## src/rtl/node_elastic_fifo.sv

```systemverilog
// Elastic valid/ready FIFO node. Both handshake outputs come from flops, which breaks long ready chains.
// Optional occupancy statistics (stall_cnt, hwm) are enabled by defining NODE_ELASTIC_FIFO_STATS_EN.
module node_elastic_fifo #(
  parameter int WIDTH = 32,
  parameter int DEPTH = 4,
  parameter int CW    = $clog2(DEPTH + 1)
) (
  input  logic             clk,
  input  logic             rst,
  input  logic             flush,
  input  logic [WIDTH-1:0] data_in,
  input  logic             up_valid_in,
  output logic             up_ready_out,
  output logic [WIDTH-1:0] data_out,
  output logic             dn_valid_out,
  input  logic             dn_ready_in,
`ifdef NODE_ELASTIC_FIFO_STATS_EN
  output logic [15:0]      stall_cnt,
  output logic [CW-1:0]    hwm,
`endif
  output logic [CW-1:0]    count
);

  localparam int AW = $clog2(DEPTH);

  logic [WIDTH-1:0] r_mem [DEPTH];
  logic [AW-1:0]    r_wr_ptr;
  logic [AW-1:0]    r_rd_ptr;
  logic [CW-1:0]    r_count;
  logic             r_up_ready;
  logic             r_dn_valid;
  logic             w_up_fire;
  logic             w_dn_fire;
  logic [CW-1:0]    w_count_next;

  assign w_up_fire    = up_valid_in & r_up_ready;
  assign w_dn_fire    = r_dn_valid & dn_ready_in;
  assign up_ready_out = r_up_ready;
  assign dn_valid_out = r_dn_valid;
  assign count        = r_count;
  assign data_out     = r_mem[r_rd_ptr];

  // Next occupancy; a simultaneous push and pop leaves it unchanged.
  always_comb begin
    w_count_next = r_count;
    if (w_up_fire && !w_dn_fire) begin
      w_count_next = r_count + CW'(1);
    end else if (!w_up_fire && w_dn_fire) begin
      w_count_next = r_count - CW'(1);
    end else begin
      w_count_next = r_count;
    end
  end

  // Storage: cleared by reset only; flush leaves the contents stale.
  always_ff @(posedge clk) begin
    if (rst) begin
      for (int i = 0; i < DEPTH; i++) begin
        r_mem[i] <= '0;
      end
    end else if (w_up_fire && !flush) begin
      r_mem[r_wr_ptr] <= data_in;
    end
  end

  // Pointers, occupancy and the registered status flags derived from the next count.
  always_ff @(posedge clk) begin
    if (rst || flush) begin
      r_wr_ptr   <= '0;
      r_rd_ptr   <= '0;
      r_count    <= '0;
      r_up_ready <= 1'b1;
      r_dn_valid <= 1'b0;
    end else begin
      if (w_up_fire) begin
        r_wr_ptr <= r_wr_ptr + AW'(1);
      end
      if (w_dn_fire) begin
        r_rd_ptr <= r_rd_ptr + AW'(1);
      end
      r_count    <= w_count_next;
      r_up_ready <= (w_count_next != CW'(DEPTH));
      r_dn_valid <= (w_count_next != CW'(0));
    end
  end

`ifdef NODE_ELASTIC_FIFO_STATS_EN
  logic [15:0]   r_stall_cnt;
  logic [CW-1:0] r_hwm;

  assign stall_cnt = r_stall_cnt;
  assign hwm       = r_hwm;

  // Statistics survive flush; hwm follows the registered count, so it trails by a cycle.
  always_ff @(posedge clk) begin
    if (rst) begin
      r_stall_cnt <= 16'h0000;
      r_hwm       <= '0;
    end else begin
      if (r_dn_valid && !dn_ready_in && (r_stall_cnt != 16'hFFFF)) begin
        r_stall_cnt <= r_stall_cnt + 16'h0001;
      end
      if (r_count > r_hwm) begin
        r_hwm <= r_count;
      end
    end
  end
`endif

endmodule
```

## config.mk

```make
export PLATFORM = sky130hd
export DESIGN_NAME = node_elastic_fifo
export DESIGN_NICKNAME = d
export VERILOG_FILES = /design/src/rtl/node_elastic_fifo.sv
export SDC_FILE = /design/constraint.sdc
export NUM_CORES = 1
export LEC_CHECK = 0
export CAP_MARGIN = 30
export CORE_ASPECT_RATIO = 0.7
export CORE_MARGIN = 3
export CORE_UTILIZATION = 50
export CTS_CLUSTER_SIZE = 16
export DETAILED_ROUTE_END_ITERATION = 10
export PLACE_DENSITY = 0.73
export SLEW_MARGIN = 0
export SYNTH_ARGS = -nofsm -noshare
export SYNTH_HDL_FRONTEND = slang
export SYNTH_SLANG_ARGS = --single-unit
```

## constraint.sdc

```tcl
create_clock -name clk -period 6.3 [get_ports clk]
set_input_delay 1.89 -clock clk [delete_from_list [all_inputs] [get_ports clk]]
set_output_delay 1.89 -clock clk [all_outputs]
set_load 0.05 [all_outputs]
```

==> results of run 1 <==
cells by family after synthesis:
logic type / after synthesis
AOI/OAI and AO/OA: 8
xor gates and xnor gates: 8
adders and majority gates: 2
buffers and inverters: 27
DFF: 139
muxes: 33
and+or+nand+nor: 157
worst min-delay path, cell delays in order (launching register included):
cell and delay, ps:
dfxtp_1 330, xor2_1 70, nor2_1 100
how the worst max path moves through the flow:
stage | start | end | slack (ps) | depth (start not counted)
2_1_floorplan | flush | r_mem[1][0]$_SDFFCE_PN0P_ | 2950 | 4
3_3_place_gp | rst | r_mem[1][8]$_SDFFCE_PN0P_ | 1750 | 5
3_5_place_dp | rst | r_mem[1][5]$_SDFFCE_PN0P_ | 1670 | 5
4_1_cts | flop | data_out[4] | 1400 | 3
5_1_grt | flop | data_out[4] | 1300 | 3
6_report | flop | data_out[4] | 1530 | 3
metal layers:
layer  track usage, %  vias up  part of all wire [%]
met5                0        -                     0
met4             4.33        0                  0.11
met3             6.11        2                   6.4
met2             29.8      104                    48
met1             25.1     1648                    45
li1                 -     1545                     -
sequential cells by signal (all words and copies together), names as in the netlist, named ones only:
register      cells
count             3
dn_valid_out      1
r_mem           128
r_rd_ptr          2
r_wr_ptr          2
up_ready_out      1
power breakdown:
group | switching, mW | internal, mW | total, mW
clock network | 0.359 | 0.613 | 0.972
logic | 0.123 | 0.0793 | 0.202
registers | 0.0141 | 1.05 | 1.06
Yosys cell counts (all sizes together) (3+ instances only):
master and number:
nor2 10, or2 4, and2 98, buf 14, mux4 32, nand2 6
and3 32, xor2 4, xnor2 4, dfxtp 11, clkbuf 10, inv 3
edfxtp 128
final cells by class:
| cell class | count | area (µm²) |
|---|---|---|
| Sequential cell | 139 | 4070 |
| Fill cell | 863 | 4300 |
| Inverter | 3 | 11.3 |
| Tap cell | 157 | 196 |
| Clock inverter | 15 | 156 |
| Clock buffer | 17 | 425 |
| Multi-Input combinational cell | 208 | 1890 |
| Timing Repair Buffer | 77 | 761 |
cell usage in the layout (no fill, tap or decap), types with 2 or more instances in the layout:
cell | Yosys | routed
edfxtp_1 | 128 | 128
and2_1 | 95 | 95
clkdlybuf4s50_1 | 0 | 73
mux4_2 | 32 | 32
and3_1 | 27 | 27
clkbuf_16 | 0 | 17
nor2_1 | 9 | 9
dfxtp_1 | 11 | 9
and3_2 | 5 | 5
or2_2 | 4 | 4
xor2_1 | 4 | 4
nand2_1 | 4 | 4
xnor2_1 | 4 | 4
clkinv_1 | 0 | 4
clkinv_2 | 0 | 4
buf_4 | 1 | 4
inv_1 | 3 | 3
bufinv_16 | 0 | 3
clkinvlp_4 | 0 | 3
nor3b_4 | 2 | 2
and2_2 | 2 | 2
nand3_1 | 2 | 2
ha_1 | 2 | 2
dfxtp_2 | 0 | 2
through the flow:
stage | instance area, µm² | instances
2_1_floorplan | 6110 | 374
3_3_place_gp | 6930 | 584
3_5_place_dp | 6930 | 584
4_1_cts | 7510 | 616
5_1_grt | 7510 | 616
6_report | 7510 | 616
==> metrics.txt, run 1 <==
outcome complete, no violations; max-slew violations 0; largest net degree at the start of global routing 41; final WL around 12000 µm; antenna viol nets, final 0; drt first-iter violations 210; grt total ovfl 0; Largest delay share family, worst path buffers and inverters; slew margin rel. 40.1%; Primary FF master, synth edfxtp_1; clk sinks 139; PnR Total Power 2.24 mW; Post-synth EDFFs 128; hold path depth 2; starting density of the core 51.8%; worst hold margin between 500 and 600 ps; worst slack at placement 1670 ps; #FFs+latches synth 139; Post-route DRC 0; CTS tree yes; global-route wire length before repair around 19000 µm; Mapped Nets 413; Rows 33; # IOs 74; pwr/cell area slightly below 300 nW/µm²; maximum VDD drop 0.215 mV; largest stage delay on the critical path 810 ps; Max Freq between 0.2 and 0.25 GHz; total number of H-tree levels 4; r2r endpoint r_mem[1][13]$_SDFFCE_PN0P_; Synth Area in Compound Gates 1.00%; CP arrival 2880 ps; Resized cells post-CTS 0; Worst Reg2Reg Path Length in Cells 4; final setup vio count 0; RSZ-0062 raised after global routing false; share of cells above drive strength 1 18.5%; total number of vias 3299; Yosys top cell by area edfxtp_1; DIE WIDTH 138 µm; Synth Warn # 0; clk_lat worst skew 410 ps; CP Buf/Inv Count 2; final period utilization 75.8%; PortBufs 73; clk buf depth 2; share of synthesized flip-flops with an asynchronous set or reset 0%; Final Core Density a little under two thirds; HP Class reg -> reg; Clock Tree Root clkbuf_16; top cells by area, synth edfxtp_1 63%, mux4_2 12%, and2_1 9.7%; RR Startpoint up_ready_out$_SDFF_PP1_; core area 11800 µm²; cts hold-fix bufs 0; Simple-Gate Fraction of Synth Area 16.4%; clock skew 10.6 ps; CP Class reg -> out; Syn Inst Count 374; CTS clk-pin slew, worst paths 60 ps; Adder-Cell Fraction of Synth Area less than 1%; DR pass1 iterations 4; area grow syn2layout 22.8%; vias per cell ~5.4; GRT Overall Usage 18.6%; minimum clock period 4770 ps; CTS buffer count 17; WL/cell 19.6 µm; CP Max Fanout 21; post-synthesis area per instance ~16 µm²; vias in the first global route between 3000 and 4000; slowest CP cell dfxtp_2; Setup crit end kind output port; startpoint type of the worst setup path flop; die height 98.5 µm; DP HPWL 7130 µm; TNS Setup 0 ps; reg2reg setup slack 3910 ps; endpoints failing hold 0; GPL Wtd Cong 0.758; post-synthesis mux area share between 10% and 20%; Pleak 2.79 nW; min-delay src r_rd_ptr[1]$_SDFFE_PP0P_; sequential area share after synthesis 66.5%; Synth Area in XOR/XNOR roughly 1.1%; initial antenna violation count 0; largest family of logic cells by synthesized area simple AND/OR/NAND/NOR gates; die area roughly 14000 µm²; crit-path cells buf_4 > mux4_2 > clkdlybuf4s50_1; Final Worst Setup Slack 1530 ps; Mapped Area 6110 µm²; top-area cell type share of the netlist area 62.9%; Netlist cell types 38; number of setup buffers added after CTS 0; # nets final 485; WP data required 4410 ps; Max-Cap Viols 0; diodes inserted 0; Slew @ Worst Pin 899 ps
No activity file was read; power rests on OpenSTA's default activity.
==> run 2, diff against run 1 <==
==> constraint.sdc (replaced) <==
create_clock -name clk -period 4.51 [get_ports clk]
set_input_delay 1.353 -clock clk [delete_from_list [all_inputs] [get_ports clk]]
set_output_delay 1.353 -clock clk [all_outputs]
set_load 0.05 [all_outputs]
==> metrics.txt, run 2 (synthesis results as in run 1) <==
outcome complete, no violations (unchanged); grt total ovfl 0 (unchanged); most common cell after layout, fill and taps aside edfxtp_1 (unchanged); initial antenna violation count 0 (unchanged); clk_lat worst skew 410 ps (about the same); Post-route DRC 0 (unchanged); Max Freq 0.255 GHz; DR pass1 iterations 4 (unchanged); max-slew violations 0 (unchanged); CTS tree yes (unchanged); PortBufs 73 (unchanged); # IOs 74 (unchanged); antenna viol nets, final 0 (unchanged); drt first-iter violations 248 (was 210); number of setup buffers added after CTS 0 (unchanged); total number of vias 3451 (was 3299); slowest CP cell dfxtp_2 (unchanged); crit-path cells mux4_2 > clkdlybuf4s50_1 (was buf_4 > mux4_2 > clkdlybuf4s50_1); Largest delay share family, worst path flip-flops (was buffers and inverters); CP Class reg -> out (unchanged); CP Max Fanout 32 (was 21); vias per cell 5.55 (was 5.36); HP Class reg -> reg (unchanged); final setup vio count 0 (unchanged); Resized cells post-CTS 0 (unchanged); CP Buf/Inv Count 1 (was 2); sequential share of power 44.7% (was 47.5%); switching share of power 21.2% (was 22.2%); Setup crit end kind output port (unchanged); final WL 12800 µm (was 12100 µm); clk buf depth 2 (unchanged); commonest cells after routing, fill and taps aside 128 x edfxtp_1, 95 x and2_1, 73 x clkdlybuf4s50_1 (unchanged); Final Worst Setup Slack 595 ps (was 1530 ps); maximum VDD drop 0.297 mV (was 0.215 mV); Clock Tree Root clkbuf_16 (unchanged); die area 13600 µm² (unchanged); minimum clock period roughly 4000 ps; WL/cell 20.6 µm (was 19.6 µm); GPL Wtd Cong 0.706 (was 0.758); die height 98.5 µm (unchanged); worst hold margin 550 ps (was 536 ps); Final Core Density 64.9% (was 63.6%); DP HPWL 7350 µm (was 7130 µm); diodes inserted 0 (unchanged); vias in the first global route 3680 (was 3549); clk sinks 139 (unchanged); largest net degree at the start of global routing 36 (was 41); clock skew 7.68 ps (was 10.6 ps); share of cells above drive strength 1 19.6% (was 18.5%); total number of H-tree levels 4 (unchanged); RSZ-0062 raised after global routing false (unchanged); CTS clk-pin slew, worst paths 60 ps (about the same); CTS buffer count 17 (unchanged); endpoints failing hold 0 (unchanged); TNS Setup 0 ps (unchanged); largest stage delay on the critical path 930 ps (was 810 ps); core area 11800 µm² (unchanged); Clk pwr share 46.4% (was 43.5%); Comb power frac 8.9% (was 9.1%); Rows 33 (unchanged); global-route wire length before repair 20400 µm (was 19300 µm); Power Internal 2.61 mW (was 1.74 mW); area grow syn2layout 25.3% (was 22.8%); # nets final 491 (was 485); WP data required 3160 ps (was 4410 ps); slew margin rel. 38.3% (was 40.1%); startpoint type of the worst setup path flop (unchanged); final period utilization roughly 87%; max FFs per register 128 (unchanged); Slew @ Worst Pin 926 ps (was 899 ps); Sw Pwr 0.704 mW (was 0.496 mW); worst slack at placement 1010 ps (was 1670 ps); starting density of the core 51.8% (unchanged); CP arrival 2560 ps (was 2880 ps); GRT Overall Usage 19.8% (was 18.6%); Top reg by flops r_mem (unchanged); cts hold-fix bufs 0 (unchanged); pwr/cell area 433 nW/µm² (was 298 nW/µm²); DIE WIDTH 138 µm (unchanged); Pleak 2.86 nW (was 2.79 nW); Max-Cap Viols 0 (unchanged)
## run 2: cell types whose count changed in the layout (fill, tap and decap cells not counted)
cell	delta
buf_12	+3
buf_4	+3
bufinv_16	+3
clkbuf_1	+1
clkinv_1	-1
clkinv_2	-2
clkinvlp_4	-1
## run 2: routing by layer
layer	up-vias	global-route usage (%)	part of all wire, %
met5	-	0	0
met1	1733	26.9	43
li1	1552	-	-
met4	0	7.52	1.2
met2	151	30.8	48
met3	15	5.67	7.9
## run 2: cell type report
| cell class | instances | area (µm²) |
|---|---|---|
| repair buffers | 83 | 843 |
| fillers | 827 | 4150 |
| clock buffers | 18 | 429 |
| clock inverters | 14 | 225 |
| flip-flops and latches | 139 | 4070 |
| multi-input cells | 208 | 1890 |
| well taps | 157 | 196 |
| inverters | 3 | 11.3 |
## run 2: worst min-delay path, delay by kind of cell, from the launching register on
kind,cells,cell delay [ps]
XOR/XNOR,1,90
AND/OR/NAND/NOR,1,80
flip-flops,1,350
## run 2: final timing paths
kind	from	end	slack [ps]	depth (start not counted)
max	flop	data_out[20]	590	2
min	r_rd_ptr[0]$_SDFFE_PP0P_	r_rd_ptr[0]$_SDFFE_PP0P_	550	2
max reg2reg	up_ready_out$_SDFF_PP1_	r_mem[2][14]$_SDFFCE_PN0P_	2560	5
min reg2reg	r_rd_ptr[0]$_SDFFE_PP0P_	r_rd_ptr[0]$_SDFFE_PP0P_	550	2
## run 2: power groups by stage
| stage | sequential (mW) | combinational (mW) | clock [mW] |
|---|---|---|---|
| 2_1_floorplan | 1.51 | 0.168 | 0 |
| 3_5_place_dp | 1.51 | 0.296 | 0 |
| 6_report | 1.48 | 0.294 | 1.54 |
| 5_1_grt | 1.49 | 0.311 | 1.61 |
| 3_3_place_gp | 1.50 | 0.291 | 0 |
| 4_1_cts | 1.48 | 0.298 | 1.55 |
## run 2: through the flow
| step | total power [mW] | cells | area, µm² |
|---|---|---|---|
| floorplan | 1.67 | 374 | 6110 |
| global placement | 1.80 | 590 | 7010 |
| detailed placement | 1.80 | 590 | 7010 |
| CTS | 3.33 | 622 | 7660 |
| global route | 3.40 | 622 | 7660 |
| finish | 3.31 | 622 | 7660 |
==> run 3, diff against run 2 <==
--- a/config.mk
+++ b/config.mk
@@ -12,6 +12,7 @@
 export CTS_CLUSTER_SIZE = 16
 export DETAILED_ROUTE_END_ITERATION = 10
 export PLACE_DENSITY = 0.73
+export SKIP_LAST_GASP = 1
 export SLEW_MARGIN = 0
 export SYNTH_ARGS = -nofsm -noshare
 export SYNTH_HDL_FRONTEND = slang
==> results of run 3 <==
No change in the layout: final DEF, timing and power equal those of run 2.
